==> src/rtl/sram_march_ctrl_if.sv <==
// SRAM macro port bundle between the march controller and one OpenRAM
// single-port macro.
//   csb   : chip select, active low
//   web   : write enable, active low
//   wmask : byte/segment write mask
//   addr  : word address
//   din   : write data
//   dout  : read data from the macro
// master = controller side, slave = macro side.
interface sram_march_ctrl_if #(
  parameter int ADDR_WIDTH  = 8,
  parameter int DATA_WIDTH  = 32,
  parameter int WMASK_WIDTH = 4
);
  logic                   csb;
  logic                   web;
  logic [WMASK_WIDTH-1:0] wmask;
  logic [ADDR_WIDTH-1:0]  addr;
  logic [DATA_WIDTH-1:0]  din;
  logic [DATA_WIDTH-1:0]  dout;

  modport master (output csb, web, wmask, addr, din, input dout);
  modport slave  (input csb, web, wmask, addr, din, output dout);
endinterface

==> src/rtl/sram_march_ctrl.sv <==
// March C- self-test sequencer for one single-port SRAM macro.
// Elements: E0 up W0 | E1 up R0,W1 | E2 up R1,W0 | E3 down R0,W1 |
//           E4 down R1,W0 | E5 up R0.  "0" = latched bg, "1" = ~bg.
// Ports:
//   clk, resetn    : clock, async active-low reset
//   start          : begin a run (accepted in IDLE or DONE only)
//   bg_pattern     : background word, latched on accepted start
//   stop_on_fail   : abort on first mismatch, latched on accepted start
//   sram           : macro port (master side)
//   busy, done     : run in progress / run finished or aborted (sticky)
//   fail           : any mismatch in this run (sticky)
//   fail_addr/elem : location of the first mismatch
//   err_count      : mismatching reads, saturating at 255
module sram_march_ctrl #(
  parameter int ADDR_WIDTH   = 8,
  parameter int DATA_WIDTH   = 32,
  parameter int WMASK_WIDTH  = 4,
  parameter int READ_LATENCY = 1
) (
  input  logic                  clk,
  input  logic                  resetn,
  input  logic                  start,
  input  logic [DATA_WIDTH-1:0] bg_pattern,
  input  logic                  stop_on_fail,
  sram_march_ctrl_if.master     sram,
  output logic                  busy,
  output logic                  done,
  output logic                  fail,
  output logic [ADDR_WIDTH-1:0] fail_addr,
  output logic [2:0]            fail_elem,
  output logic [7:0]            err_count
);
  localparam int WCW = (READ_LATENCY > 1) ? $clog2(READ_LATENCY) : 1;

  typedef enum logic [2:0] {IDLE, WR, RD_ISSUE, RD_WAIT, DONE} state_t;

  state_t                st, st_n;
  logic [2:0]            elem, elem_n;
  logic [ADDR_WIDTH-1:0] addr, addr_n;
  logic [WCW-1:0]        wcnt, wcnt_n;
  logic [DATA_WIDTH-1:0] bg, bg_n, din, din_n;
  logic                  sof, sof_n;
  logic                  fail_n;
  logic [ADDR_WIDTH-1:0] fail_addr_n;
  logic [2:0]            fail_elem_n;
  logic [7:0]            err_count_n;

  // Element decode: E3/E4 run downwards, E2/E4 read the inverted pattern,
  // E1/E3 write the inverted pattern.
  logic [2:0] elem_inc;
  logic       desc, desc_nxt, last_addr, rd_last, miss;
  logic [DATA_WIDTH-1:0] rd_exp, wr_val;

  assign elem_inc  = 3'(elem + 3'd1);
  assign desc      = (elem == 3'd3) || (elem == 3'd4);
  assign desc_nxt  = (elem_inc == 3'd3) || (elem_inc == 3'd4);
  assign last_addr = desc ? (addr == '0) : (addr == '1);
  assign rd_exp    = ((elem == 3'd2) || (elem == 3'd4)) ? ~bg : bg;
  assign wr_val    = ((elem == 3'd1) || (elem == 3'd3)) ? ~bg : bg;
  assign rd_last   = (st == RD_WAIT) && (wcnt == WCW'(READ_LATENCY - 1));
  assign miss      = rd_last && (sram.dout != rd_exp);

  always_comb begin
    st_n        = st;
    elem_n      = elem;
    addr_n      = addr;
    wcnt_n      = wcnt;
    bg_n        = bg;
    din_n       = din;
    sof_n       = sof;
    fail_n      = fail;
    fail_addr_n = fail_addr;
    fail_elem_n = fail_elem;
    err_count_n = err_count;

    if (miss) begin
      fail_n = 1'b1;
      if (err_count != 8'hff) err_count_n = err_count + 8'd1;
      if (!fail) begin
        fail_addr_n = addr;
        fail_elem_n = elem;
      end
    end

    case (st)
      IDLE, DONE: begin
        if (start) begin
          st_n        = WR;
          elem_n      = 3'd0;
          addr_n      = '0;
          din_n       = bg_pattern;
          bg_n        = bg_pattern;
          sof_n       = stop_on_fail;
          fail_n      = 1'b0;
          fail_addr_n = '0;
          fail_elem_n = 3'd0;
          err_count_n = 8'd0;
        end
      end
      // A write is always the last op at its address, so it also decides
      // the next address / element with no bubble.
      WR: begin
        st_n = RD_ISSUE;
        if (last_addr) begin
          elem_n = elem_inc;
          addr_n = desc_nxt ? '1 : '0;
        end else begin
          addr_n = desc ? addr - 1'b1 : addr + 1'b1;
          if (elem == 3'd0) st_n = WR;
        end
      end
      RD_ISSUE: begin
        st_n   = RD_WAIT;
        wcnt_n = '0;
      end
      RD_WAIT: begin
        if (!rd_last) begin
          wcnt_n = wcnt + 1'b1;
        end else if (miss && sof) begin
          st_n = DONE;
        end else if (elem == 3'd5) begin
          if (last_addr) st_n = DONE;
          else begin
            addr_n = addr + 1'b1;
            st_n   = RD_ISSUE;
          end
        end else begin
          st_n  = WR;
          din_n = wr_val;
        end
      end
      default: st_n = IDLE;
    endcase
  end

  always_ff @(posedge clk or negedge resetn) begin
    if (!resetn) begin
      st        <= IDLE;
      elem      <= 3'd0;
      addr      <= '0;
      wcnt      <= '0;
      bg        <= '0;
      din       <= '0;
      sof       <= 1'b0;
      fail      <= 1'b0;
      fail_addr <= '0;
      fail_elem <= 3'd0;
      err_count <= 8'd0;
    end else begin
      st        <= st_n;
      elem      <= elem_n;
      addr      <= addr_n;
      wcnt      <= wcnt_n;
      bg        <= bg_n;
      din       <= din_n;
      sof       <= sof_n;
      fail      <= fail_n;
      fail_addr <= fail_addr_n;
      fail_elem <= fail_elem_n;
      err_count <= err_count_n;
    end
  end

  // addr/din are registers, so they hold while csb is high.
  assign sram.csb   = !((st == WR) || (st == RD_ISSUE));
  assign sram.web   = (st != WR);
  assign sram.wmask = (st == WR) ? '1 : '0;
  assign sram.addr  = addr;
  assign sram.din   = din;
  assign busy       = (st == WR) || (st == RD_ISSUE) || (st == RD_WAIT);
  assign done       = (st == DONE);
endmodule
==> src/flat_wrapper.sv <==
// flat-port wrapper written by rule: the top's interface ports become plain ports
module sram_march_ctrl_flat 
#(
  parameter int ADDR_WIDTH   = 8,
  parameter int DATA_WIDTH   = 32,
  parameter int WMASK_WIDTH  = 4,
  parameter int READ_LATENCY = 1
)
  (clk, resetn, start, bg_pattern, stop_on_fail, busy, done, fail, fail_addr, fail_elem, err_count, sram_csb, sram_web, sram_wmask, sram_addr, sram_din, sram_dout);
  sram_march_ctrl_if #(.ADDR_WIDTH(ADDR_WIDTH), .DATA_WIDTH(DATA_WIDTH), .WMASK_WIDTH(WMASK_WIDTH)) sram_i ();
  input  logic clk;
  input  logic resetn;
  input  logic start;
  input  logic [DATA_WIDTH-1:0] bg_pattern;
  input  logic stop_on_fail;
  output logic busy;
  output logic done;
  output logic fail;
  output logic [ADDR_WIDTH-1:0] fail_addr;
  output logic [2:0] fail_elem;
  output logic [7:0] err_count;
  output wire logic [$bits(sram_i.csb)-1:0] sram_csb;
  output wire logic [$bits(sram_i.web)-1:0] sram_web;
  output wire logic [$bits(sram_i.wmask)-1:0] sram_wmask;
  output wire logic [$bits(sram_i.addr)-1:0] sram_addr;
  output wire logic [$bits(sram_i.din)-1:0] sram_din;
  input wire logic [$bits(sram_i.dout)-1:0] sram_dout;
  assign sram_csb = sram_i.csb;
  assign sram_web = sram_i.web;
  assign sram_wmask = sram_i.wmask;
  assign sram_addr = sram_i.addr;
  assign sram_din = sram_i.din;
  assign sram_i.dout = sram_dout;
  sram_march_ctrl #(.ADDR_WIDTH(ADDR_WIDTH), .DATA_WIDTH(DATA_WIDTH), .WMASK_WIDTH(WMASK_WIDTH), .READ_LATENCY(READ_LATENCY)) u_core (.clk(clk), .resetn(resetn), .start(start), .bg_pattern(bg_pattern), .stop_on_fail(stop_on_fail), .sram(sram_i), .busy(busy), .done(done), .fail(fail), .fail_addr(fail_addr), .fail_elem(fail_elem), .err_count(err_count));
endmodule
==> config.mk <==
export PLATFORM = sky130hd
export DESIGN_NAME = sram_march_ctrl_flat
export DESIGN_NICKNAME = d
export VERILOG_FILES = /design/src/rtl/sram_march_ctrl_if.sv /design/src/rtl/sram_march_ctrl.sv /design/src/flat_wrapper.sv
export SDC_FILE = /design/constraint.sdc
export NUM_CORES = 1
export LEC_CHECK = 0
export ABC_AREA = 1
export ABC_CLOCK_PERIOD_IN_PS = 2490
export BUFFER_PORTS_ARGS = -buffer_cell sky130_fd_sc_hd__buf_4
export CELL_PAD_IN_SITES_DETAIL_PLACEMENT = 1
export CELL_PAD_IN_SITES_GLOBAL_PLACEMENT = 2
export CORE_AREA = 2 2 126 189
export DETAILED_ROUTE_END_ITERATION = 10
export DIE_AREA = 0 0 128 191
export PLACE_DENSITY = 0.9
export SLEW_MARGIN = 20
export SYNTH_ARGS = -nofsm -noshare
export SYNTH_HDL_FRONTEND = slang
export SYNTH_SLANG_ARGS = --single-unit
export TNS_END_PERCENT = 100
==> constraint.sdc <==
create_clock -name clk -period 2.49 [get_ports clk]
set_input_delay 0.249 -clock clk [delete_from_list [all_inputs] [get_ports clk]]
set_output_delay 0.249 -clock clk [all_outputs]
set_load 0.01 [all_outputs]
# Word-level counts from Yosys, hierarchy flattened

Cells that the tools add are included.

Flip-flop bits (word level): 100
Word-level logic and storage cells: 111

$add $sub $neg: 5
Eq/ne operators: 23
Mux-type cells: 46
Bitwise logic cells: 2
Reduce and logical (&&, ||, !) cells: 24

Operators by type and width:

| cell                                                                  | count |
|---|---|
| 32-bit two-way mux                                                    | 6 |
| 8-bit two-way mux                                                     | 16 |
| 32-bit one-hot mux with 2 select lines                                | 1 |
| 3-bit two-way mux                                                     | 12 |
| 32-bit != test                                                        | 1 |
| 32-bit inverter                                                       | 1 |
| 8-bit one-hot mux with 3 select lines                                 | 1 |
| 8-bit by 1-bit adder with 8-bit output, second input constant         | 2 |
| 3-bit by 2-bit equality test with 1-bit output, second input constant | 5 |
| 3-bit equality test, second input constant                            | 4 |
| 2-bit != test, second input constant                                  | 6 |
| 3-bit one-hot mux with 4 select lines                                 | 1 |
| 8-bit equality test, second input constant                            | 1 |
| 8-bit zero test                                                       | 1 |
| 8-bit != test, second input constant                                  | 1 |
| 8-bit by 1-bit subtractor with 8-bit output, second input constant    | 1 |
| 3-bit by 1-bit equality test with 1-bit output, second input constant | 2 |
| 3-bit zero test                                                       | 2 |
| 1-bit logical OR                                                      | 6 |
| 3-bit one-hot mux with 2 select lines                                 | 1 |
| 2-bit AND reduction                                                   | 3 |
| 6-bit AND reduction                                                   | 1 |
| 2-bit nonzero test                                                    | 3 |
| 1-bit two-way mux                                                     | 5 |
| 14 further kinds                                                      | 17 |

# Depth between registers and ports, before layout

Gate-level depths: netlist of run 1.

Word-level depth: 9
Gate-level depth with buffers: 18
Mapped depth without buffers: 17

# Worst setup path before layout of run 1

No wires, ideal clock.

Kind: register to register
Start: register u_core.elem[0]
End: register u_core.addr[0] (netlist: u_core.sram.addr[0])
Setup time: 123 ps
Data arrival time: 2,076 ps
Data required time: 2,367 ps
Path slack: 290 ps
Stages on the path, launching flop included: 18
Path buffers: 2
Period minus slack after synthesis: 2,200 ps
Cells stage by stage: dfrtp_1 inv_1 ha_1 inv_2 nand2_1 nand2_2 buf_2 nand2_1 nand2_1 nor2_1 nand2_1 nor2_2 nand3_4 nand3_4 nand2_1 buf_4 nand2_1 o21ai_2

Word-level cells in the longest chain between the ends: 8

Ends and longest elaborated chain:

| what                                                                                         | line                                         | RTL |
|---|---|---|
| start: declaration                                                                           | sram_march_ctrl.sv:38                        | `logic [2:0] elem, elem_n;` |
| start signal: assignment                                                                     | sram_march_ctrl.sv:151                       | `elem <= elem_n;` |
| 3-bit by 2-bit equality test with 1-bit output / 3-bit equality test (equally long branches) | sram_march_ctrl.sv:58, sram_march_ctrl.sv:55 |  |
| 1-bit logical OR                                                                             | sram_march_ctrl.sv:58                        | `assign rd_exp = ((elem == 3'd2) \|\| (elem == 3'd4)) ? ~bg : bg;` |
| 32-bit two-way mux                                                                           | sram_march_ctrl.sv:58                        |  |
| 32-bit != test                                                                               | sram_march_ctrl.sv:61                        | `assign miss = rd_last && (sram.dout != rd_exp);` |
| 1-bit logical AND                                                                            | sram_march_ctrl.sv:61                        |  |
| 1-bit logical AND                                                                            | sram_march_ctrl.sv:119                       | `end else if (miss && sof) begin` |
| 2-bit != test (no source line)                                                               | n/a                                          |  |
| 6-bit AND reduction (no source line)                                                         | n/a                                          |  |
| end signal: assignment                                                                       | sram_march_ctrl.sv:152                       | `addr <= addr_n;` |
| end: declaration                                                                             | sram_march_ctrl.sv:39                        | `logic [ADDR_WIDTH-1:0] addr, addr_n;` |

Parallel ways exist; a longest one is shown, timed or not.
A chain may end at the register's enable or synchronous reset.

# Worst setup path in the final report of run 1

Start: register u_core.elem[1]
End: register u_core.din[7] (netlist: u_core.sram.din[7])

Word-level cells in the longest chain between the ends: 8

Ends and longest elaborated chain:

| what                                                                                         | line                   | RTL |
|---|---|---|
| 3-bit by 2-bit equality test with 1-bit output / 3-bit equality test (equally long branches) | sram_march_ctrl.sv:58  |  |
| 1-bit logical OR                                                                             | sram_march_ctrl.sv:58  |  |
| 32-bit two-way mux                                                                           | sram_march_ctrl.sv:58  |  |
| 32-bit != test                                                                               | sram_march_ctrl.sv:61  |  |
| 1-bit logical AND                                                                            | sram_march_ctrl.sv:61  |  |
| 1-bit logical AND                                                                            | sram_march_ctrl.sv:119 |  |
| 2-bit != test (no source line)                                                               | n/a                    |  |
| 5-bit AND reduction (no source line)                                                         | n/a                    |  |
| end signal: assignment                                                                       | sram_march_ctrl.sv:155 | `din <= din_n;` |
| end: declaration                                                                             | sram_march_ctrl.sv:41  | `logic [DATA_WIDTH-1:0] bg, bg_n, din, din_n;` |

Parallel ways exist; a longest one is shown, timed or not. The select of a mux whose other input is x is not followed.

==> flow_metrics.tcl, run 1 <==
set metrics [dict create \
    htree_levels 3 \
    syn_avg_cell_area_um2 6.50 \
    first_pass_iters 5 \
    syn_area_mm2 0.00674 \
    wirelength_um 24300 \
    hold_path_class "input pin to register" \
    cp.required_ns 2.75 \
    antenna_found_initial 0 \
    vias_per_cell 4.95 \
    cts_tree "yes" \
    fin_hold_ws_ns 0.0888 \
    vias 7264 \
    placed_area_mm2 0.00820 \
    maxCapViolCount 0 \
    tightestPinTransition_ns 0.762 \
    ios 136 \
    postRouteAntennaNets 0 \
    crit_arrival_ns 2.63 \
    antennaDiodeCount 0 \
    synth-seq-cells 100 \
    rsz0062_at_grt "yes" \
    status "finished, final reports clean" \
    p_per_area_mw_per_mm2 904 \
    io_buffers 135 \
    clk_latency_ns 0.38 \
    row_count 68 \
    synth_cell_type_count 34 \
    period_needed_ns 2.37 \
    finalPower_mw 7.81 \
    hold_violations 0 \
    p_leak_nw 4.71 \
    fin_nets 1259 \
    grt_max_degree 69 \
    relSlewSlack 0.492 \
    crit_type "register to register" \
    synth_edf_count 0 \
    setup_violations 0 \
    track_usage 0.201 \
    syn2layout_area_growth_pct 28.3 \
    crit_fanout 17 \
    fin_crit_sh 0.950 \
    peakVddDrop_v 0.000416 \
    synth_cells 1037 \
    core_area_mm2 0.0228 \
    grt.overflow.total 0 \
    clock_skew_ns 0.00817 \
    grt_pass1_wl_um 38200 \
    synth_warnings 0 \
    crit_path_start_kind "register" \
    cts_inserted_buffers 9 \
    fmax_mhz 423 \
    die_h_um 191 \
    dieArea_mm2 0.0244 \
    synth_ff_type "dfrtp_1" \
    synthesis.nets 1114 \
    finish.instance_area_mm2 0.00864 \
    crit_path_end_kind "register" \
    ys_seq_area_frac 0.371 \
    die-width_um 128 \
    clkTransAtPathRegs_ns 0.07 \
    drive_gt1_frac 0.193 \
    start_util 0.295 \
    clockRootBuffer "clkbuf_16" \
    drv_slew 0 \
    drc_errors 0 \
    wl_per_cell_um 16.6 \
    grt_pass1_vias 7424 \
    gp_congestion 0.847 \
    cts_buffer_depth 2 \
    cts_sinks 100 \
    dr.first_iter.drc_count 279 \
    synthArstFlopShare 1.00 \
    dpl.hpwl_um 17700 \
]
## registers in the layout, indices dropped and copies added (netlist names), 3 cells and up
signal	flops
u_core.sram.din	32
u_core.bg	32
u_core.st	3
u_core.err_count	8
u_core.fail_addr	8
u_core.fail_elem	3
u_core.sram.addr	8
u_core.elem	3
## cell type report
cell class	count	area [um2]
sequential	100	2500
timing repair buffer	182	1450
multi-input combinational	778	3610
fill	2923	14200
clock inverter	1	30.0
inverter	111	419
clock buffer	14	274
tap	280	350
## metal layers
metal | GRT usage | vias to the layer above | wire (um)
met5 | 0 | - | 0
met1 | 0.230 | 3544 | 10100
met3 | 0.0381 | 38 | 755
li1 | - | 3544 | -
met2 | 0.364 | 138 | 12600
met4 | 0.0773 | 0 | 771
## path summary, 6_finish.rpt
path / start / to / slack (ns) / depth (start not counted)
max: u_core.elem[1] / u_core.sram.din[7] / 0.12 / 17
min in group asynchronous: resetn / u_core.sram.din[24] / 0.36 / 2
max in group asynchronous: resetn / u_core.fail / 1.28 / 3
min: bg_pattern[10] / u_core.bg[10] / 0.09 / 3
max reg2reg: u_core.elem[1] / u_core.sram.din[7] / 0.12 / 17
min reg2reg: u_core.sram.din[23] / u_core.sram.din[23] / 0.47 / 2
## stage by stage
step	instances	setup TNS [ns]	setup WS (ns)	util
after floorplan	1037	0	0.290	-
after global placement	1444	0	0.0497	0.360
after detailed placement	1444	-0.261	-0.0672	0.360
after CTS	1461	0	0.00480	0.374
after global routing	1466	-1.78	-0.0695	0.379
final	1466	0	0.124	0.379
## cells in the mapped netlist (2+ instances only)
cell type | instances | share of area
clkbuf_1 | 28 | 0.016
a22oi_1 | 4 | 0.0045
nand3_4 | 3 | 0.0078
a21oi_1 | 9 | 0.0067
inv_1 | 102 | 0.057
o21bai_1 | 13 | 0.014
nand2_1 | 437 | 0.24
inv_2 | 5 | 0.0028
o22ai_1 | 6 | 0.0056
ha_1 | 9 | 0.017
clkinv_1 | 3 | 0.0017
nor2_4 | 3 | 0.0050
o21ai_0 | 111 | 0.082
nand2_2 | 2 | 0.0019
buf_6 | 6 | 0.010
buf_4 | 9 | 0.010
dfrtp_1 | 100 | 0.37
xnor2_1 | 3 | 0.0039
nor2_1 | 75 | 0.042
nor3_1 | 16 | 0.012
o21ai_2 | 2 | 0.0026
nand4_1 | 36 | 0.033
nor2_2 | 5 | 0.0046
nand3_1 | 26 | 0.019
buf_2 | 5 | 0.0037
o21ai_1 | 3 | 0.0022
xor2_1 | 9 | 0.012
## cell usage in the layout, fill, tap and decap left out, drive strengths merged
cell and n:
a22oi 4, o21bai 13, maj3 1, nor3 16
o21a 1, ha 9, nor2 84, o21ai 116
nand3 29, or2 1, nand4 36, o22ai 6
xnor2 3, inv 108, nand2 440, clkinv 3
a21boi 1, buf 180, a21oi 9, clkbuf 15
dlygate4sd3 1, bufinv 1, xor2 9, dfrtp 100
## critical path: stages, from the launching register on
cell     delay (ns)
dfrtp_1        0.42
buf_4          0.16
ha_4           0.16
inv_1          0.07
nand2_1        0.09
nand2_4        0.15
nand2_1        0.08
nand2_1        0.07
nand2_1        0.05
inv_1          0.04
nand2_1        0.05
nor2_2         0.16
nand3_4        0.15
nand3_4        0.19
nand3_4        0.10
buf_8          0.18
nand2_1        0.07
nand2_1        0.05
## logic make-up after synthesis
family | Yosys count | share of synthesized area
simple gates | 605 | 0.372
buf+inv | 160 | 0.102
compound gates | 150 | 0.121
flops | 100 | 0.371
xor+xnor | 12 | 0.0156
fa+ha+maj | 10 | 0.0182
## repair_timing
action	CTS	global route
setup endpoints to repair	12	61
buffers inserted	0	4
pin swaps	1	4
hold buffers	1	0
gates resized for setup	4	14
endpoints found under the hold margin	23	0
gates cloned	1	1
## power by group
| group | leakage [nW] | switching (mW) | internal, mW |
|---|---|---|---|
| combinational | 3.28 | 2.19 | 1.44 |
| clock | 0.149 | 0.677 | 0.858 |
| sequential | 1.28 | 0.453 | 2.20 |
(Power assumes the default switching activity.)
==> run 2: changes to the inputs <==
--- a/config.mk
+++ b/config.mk
@@ -6,14 +6,14 @@
 export NUM_CORES = 1
 export LEC_CHECK = 0
 export ABC_AREA = 1
-export ABC_CLOCK_PERIOD_IN_PS = 2490
+export ABC_CLOCK_PERIOD_IN_PS = 3100
 export BUFFER_PORTS_ARGS = -buffer_cell sky130_fd_sc_hd__buf_4
 export CELL_PAD_IN_SITES_DETAIL_PLACEMENT = 1
 export CELL_PAD_IN_SITES_GLOBAL_PLACEMENT = 2
-export CORE_AREA = 2 2 126 189
+export CORE_AREA = 2 2 122 183
 export DETAILED_ROUTE_END_ITERATION = 10
-export DIE_AREA = 0 0 128 191
-export PLACE_DENSITY = 0.9
+export DIE_AREA = 0 0 124 185
+export PLACE_DENSITY = 0.95
 export SLEW_MARGIN = 20
 export SYNTH_ARGS = -nofsm -noshare
 export SYNTH_HDL_FRONTEND = slang
==> constraint.sdc (replaced) <==
create_clock -name clk -period 3.1 [get_ports clk]
set_input_delay 0.31 -clock clk [delete_from_list [all_inputs] [get_ports clk]]
set_output_delay 0.31 -clock clk [all_outputs]
set_load 0.01 [all_outputs]
==> flow_metrics.tcl, run 2 (synthesis results as in run 1) <==
set metrics [dict create \
    status "finished, final reports clean" \
    hold_path_class "input pin to register" \
    cts_sinks 100 \
    largestRegisters "u_core.bg: 32 flops, u_core.sram.din: 32 flops" \
    die_h_um 185 \
    dpl.hpwl_um 17300 \
    core_area_mm2 0.0215 \
    cts_buffer_depth 2 \
    grt_pass1_wl_um 38200 \
    relSlewSlack 0.490 \
    fin_setup_tns_ns 0 \
    grt_pass1_vias 7442 \
    gp_congestion 0.825 \
    tightestPinTransition_ns 0.765 \
    p_per_area_mw_per_mm2 762 \
    layout_commonest_cell "nand2_1" \
    die-width_um 124 \
    cp.required_ns 3.34 \
    first_pass_iters 4 \
    peakVddDrop_v 0.000294 \
    wirelength_um 24200 \
    track_usage 0.216 \
    setup_violations 0 \
    clock_skew_ns 0.00931 \
    postLayoutCoreUtil 0.390 \
    crit_arrival_ns 3.05 \
    start_util 0.314 \
    dr.first_iter.drc_count 315 \
    vias_per_cell 4.96 \
    crit_fanout 19 \
    period_needed_ns 2.80 \
    grt_max_degree 69 \
    crit_path_start_kind "register" \
    grt.overflow.total 0 \
    rsz0062_at_grt "no" \
    clk_latency_ns 0.36 \
    crit_type "register to register" \
    fin_nets 1233 \
    maxCapViolCount 0 \
    fin_crit_sh 0.904 \
    io_buffers 135 \
    crit_path_end_kind "register" \
    drv_slew 0 \
    worstHoldPathCells 3 \
    layout_common_cells "nand2_1 (436), buf_4 (153), o21ai_0 (111)" \
    hold_violations 0 \
    postRouteAntennaNets 0 \
    vias 7102 \
    htree_levels 3 \
    nFillCells 2816 \
    cts_tree "yes" \
    cts_inserted_buffers 9 \
    wl_per_cell_um 16.9 \
    ios 136 \
    syn2layout_area_growth_pct 24.2 \
    fin_hold_ws_ns 0.164 \
    antennaDiodeCount 0 \
    drive_gt1_frac 0.171 \
    fmax_mhz 357 \
    reg2reg_depth 17 \
    antenna_found_initial 0 \
    p_leak_nw 4.56 \
    clkTransAtPathRegs_ns 0.08 \
    row_count 66 \
    drc_errors 0 \
    clockRootBuffer "clkbuf_16" \
    dieArea_mm2 0.0229 \
]
## run 2: layout make-up
| type | instances | area, um2 | share of cell area |
|---|---|---|---|
| Clock inverter | 6 | 93.8 | 0.0112 |
| Clock buffer | 10 | 239 | 0.0286 |
| Inverter | 111 | 419 | 0.0501 |
| Tap cell | 272 | 340 | 0.0407 |
| Timing Repair Buffer | 156 | 1190 | 0.142 |
| Multi-Input combinational cell | 778 | 3580 | 0.428 |
| Sequential cell | 100 | 2500 | 0.299 |
## run 2: repair_timing
| action | 4_1_cts | 5_1_grt |
|---|---|---|
| gates resized for setup | 0 | 4 |
| endpoints found under the setup margin | 0 | 40 |
| hold endpoints to repair | 28 | 0 |
| buffers inserted | 0 | 4 |
| hold buffers | 1 | 0 |
## run 2: path summary, 6_finish.rpt
| kind | slack, ns | end | start |
|---|---|---|---|
| worst max-delay path | 0.30 | u_core.st[0] | u_core.elem[0] |
| worst min-delay path | 0.16 | u_core.bg[23] | bg_pattern[23] |
| worst max register to register | 0.30 | u_core.st[0] | u_core.elem[0] |
| worst min register to register | 0.48 | u_core.sram.din[31] | u_core.sram.din[31] |
| max in group asynchronous | 1.79 | u_core.bg[0] | resetn |
| min in group asynchronous | 0.51 | u_core.sram.din[9] | resetn |
## run 2: metrics by stage
| stage | setup WS (ns) | instance area [um2] | cells | power, mW |
|---|---|---|---|---|
| floorplan | 0.900 | 6740 | 1037 | 3.86 |
| global placement | 0.210 | 7960 | 1411 | 4.94 |
| detailed placement | 0.0639 | 7960 | 1411 | 5.04 |
| CTS | 0.0184 | 8300 | 1428 | 6.36 |
| global route | 0.0494 | 8370 | 1433 | 6.91 |
| finish | 0.296 | 8370 | 1433 | 6.38 |
## run 2: critical path: stages (launching register included)
cell,delay [ns]
dfrtp_1,0.45
inv_1,0.17
ha_1,0.28
nor2_4,0.08
nor2_4,0.24
buf_4,0.20
nand2_1,0.05
nand2_1,0.08
nor2_1,0.05
nand2_1,0.07
nor2_2,0.05
nand3_4,0.14
nand3_4,0.26
buf_6,0.28
nand2_1,0.07
nand2_1,0.06
nand2_1,0.06
nand2_1,0.07
## run 2: per-layer routing
layer  routed length, um  vias up  GRT usage
li1                    -     3499          -
met1                9870     3455      0.246
met2               13100      120      0.406
met3                 686       28     0.0252
met4                 518        0     0.0764
met5                   0        -          0
## run 2: power by group
group	leakage [nW]	internal, mW	switching [mW]	total, mW
logic	3.12	1.12	1.76	2.88
registers	1.29	1.76	0.436	2.20
clock network	0.160	0.738	0.560	1.30
==> run 3: changes to the inputs <==
--- a/config.mk
+++ b/config.mk
@@ -6,14 +6,14 @@
 export NUM_CORES = 1
 export LEC_CHECK = 0
 export ABC_AREA = 1
-export ABC_CLOCK_PERIOD_IN_PS = 3100
+export ABC_CLOCK_PERIOD_IN_PS = 2400
 export BUFFER_PORTS_ARGS = -buffer_cell sky130_fd_sc_hd__buf_4
 export CELL_PAD_IN_SITES_DETAIL_PLACEMENT = 1
 export CELL_PAD_IN_SITES_GLOBAL_PLACEMENT = 2
-export CORE_AREA = 2 2 122 183
+export CORE_AREA = 2 2 132 199
 export DETAILED_ROUTE_END_ITERATION = 10
-export DIE_AREA = 0 0 124 185
-export PLACE_DENSITY = 0.95
+export DIE_AREA = 0 0 134 201
+export PLACE_DENSITY = 0.87
 export SLEW_MARGIN = 20
 export SYNTH_ARGS = -nofsm -noshare
 export SYNTH_HDL_FRONTEND = slang
==> constraint.sdc (replaced) <==
create_clock -name clk -period 2.4 [get_ports clk]
set_input_delay 0.24 -clock clk [delete_from_list [all_inputs] [get_ports clk]]
set_output_delay 0.24 -clock clk [all_outputs]
set_load 0.01 [all_outputs]
==> flow_metrics.tcl, run 3 (synthesis results as in run 1) <==
set metrics [dict create \
    fmax_mhz 440 \
    track_usage 0.183 \
    setup_violations 0 \
    status "finished, final reports clean" \
    placed_area_mm2 0.00837 \
    p_leak_nw 4.72 \
    clk_latency_ns 0.37 \
    drive_gt1_frac 0.197 \
    finalPower_mw 8.25 \
    antenna_found_initial 0 \
    drv_slew 0 \
    core_area_mm2 0.0253 \
    crit_path_end_kind "register" \
    largestRegisters "u_core.bg: 32 flops, u_core.sram.din: 32 flops" \
    drc_errors 0 \
    crit_start "u_core.elem[0]" \
    fin_nets 1259 \
    period_needed_ns 2.27 \
    die-width_um 134 \
    multi_input_area_mm2 0.00362 \
    seqCellArea_mm2 0.00250 \
    relSlewSlack 0.467 \
    gp_congestion 0.811 \
    endpoint "u_core.sram.din[11]" \
    wirelength_um 24300 \
    hold_violations 0 \
    dr.first_iter.drc_count 252 \
    clock_skew_ns 0.00875 \
    grt.overflow.total 0 \
    layout_common_cells "nand2_1 (435), buf_4 (171), o21ai_0 (110)" \
    row_count 72 \
    hold_path_class "input pin to register" \
    vias_per_cell 4.68 \
    tightestPinTransition_ns 0.799 \
    clockRootBuffer "clkbuf_16" \
    wl_per_cell_um 16.0 \
    cts_tree "yes" \
    crit_path_start_kind "register" \
    rsz0062_at_grt "yes" \
    grt_pass1_wl_um 39000 \
    grt_pass1_vias 7360 \
    reg2reg_depth 16 \
    cp.required_ns 2.66 \
    cts_buffer_depth 2 \
    finish.instance_area_mm2 0.00875 \
    fin_crit_sh 0.947 \
    r2r-start "u_core.elem[0]" \
    grt_max_degree 69 \
    cts_sinks 100 \
    layout_commonest_cell "nand2_1" \
    postRouteAntennaNets 0 \
    crit_type "register to register" \
    p_per_area_mw_per_mm2 943 \
    cts_setup_buffers 0 \
    die_h_um 201 \
    r2r-end "u_core.sram.din[11]" \
    maxCapViolCount 0 \
    io_buffers 135 \
    htree_levels 3 \
    nFillCells 3206 \
    crit_fanout 17 \
    cts_inserted_buffers 9 \
    antennaDiodeCount 0 \
    dieArea_mm2 0.0269 \
    fin_setup_tns_ns 0 \
    dpl.hpwl_um 17800 \
    peakVddDrop_v 0.000370 \
    crit_arrival_ns 2.53 \
    ios 136 \
    rrSetupSlack_ns 0.13 \
    vias 7109 \
    syn2layout_area_growth_pct 29.9 \
    clkTransAtPathRegs_ns 0.08 \
    first_pass_iters 4 \
    start_util 0.266 \
]
==> run 3: worst max-delay path, cell delays in order, from the launching register on <==
cell	delay [ns]
dfrtp_1	0.39
inv_2	0.11
ha_2	0.21
inv_1	0.05
nand2_2	0.13
nand2_4	0.11
nand2_1	0.07
nand2_1	0.08
nor2_1	0.11
nand2_1	0.07
nor2_2	0.16
nand3_4	0.12
nand3_4	0.15
nand3_4	0.11
buf_12	0.18
nand2_1	0.07
nand2_1	0.05
==> run 3: layout make-up <==
type                            count  share of cell area
Clock buffer                        9              0.0257
Clock inverter                      7             0.00972
Inverter                          111              0.0479
Multi-Input combinational cell    778               0.413
Sequential cell                   100               0.286
Tap cell                          333              0.0476
Timing Repair Buffer              182               0.170
==> run 3: metal layers <==
layer | wire length [um] | vias up | global-route usage
met1 | 10500 | 3419 | 0.225
met5 | 0 | - | 0
li1 | - | 3556 | -
met2 | 12800 | 115 | 0.331
met4 | 387 | 0 | 0.0502
met3 | 682 | 19 | 0.0237
==> run 3: power breakdown <==
group	internal [mW]	switching (mW)	leakage, nW	total, mW
sequential	2.28	0.498	1.29	2.77
clock	0.830	0.773	0.146	1.60
combinational	1.56	2.32	3.29	3.87
total	4.66	3.59	4.72	8.25
==> run 3: worst min-delay path by stage <==
stage,from,endpoint,cells past startpoint
2_1_floorplan,resetn,u_core.bg[0],0
3_3_place_gp,resetn,u_core.sram.din[11],1
3_5_place_dp,resetn,u_core.sram.din[8],1
4_1_cts,stop_on_fail,u_core.sof,3
5_1_grt,bg_pattern[26],u_core.bg[26],3
6_report,bg_pattern[16],u_core.bg[16],3
==> run 3: through the flow <==
step	std cells	hold slack (ns)	setup slack (ns)	util
global placement	1502	0.208	0.0510	0.331
global route	1520	0.0881	-0.0558	0.346
floorplan	1037	-0.0556	0.200	-
detailed placement	1502	0.213	-0.0243	0.331
CTS	1519	0.0611	0.00461	0.344
finish	1520	0.0817	0.127	0.346
==> run 3: what timing repair did <==
action                                  in CTS  in global routing
hold buffers                                 1                  0
resized for setup                            3                 13
endpoints found under the setup margin      41                 60
hold endpoints to repair                    26                  0
cloned                                       0                  1
pin swaps                                    0                  2
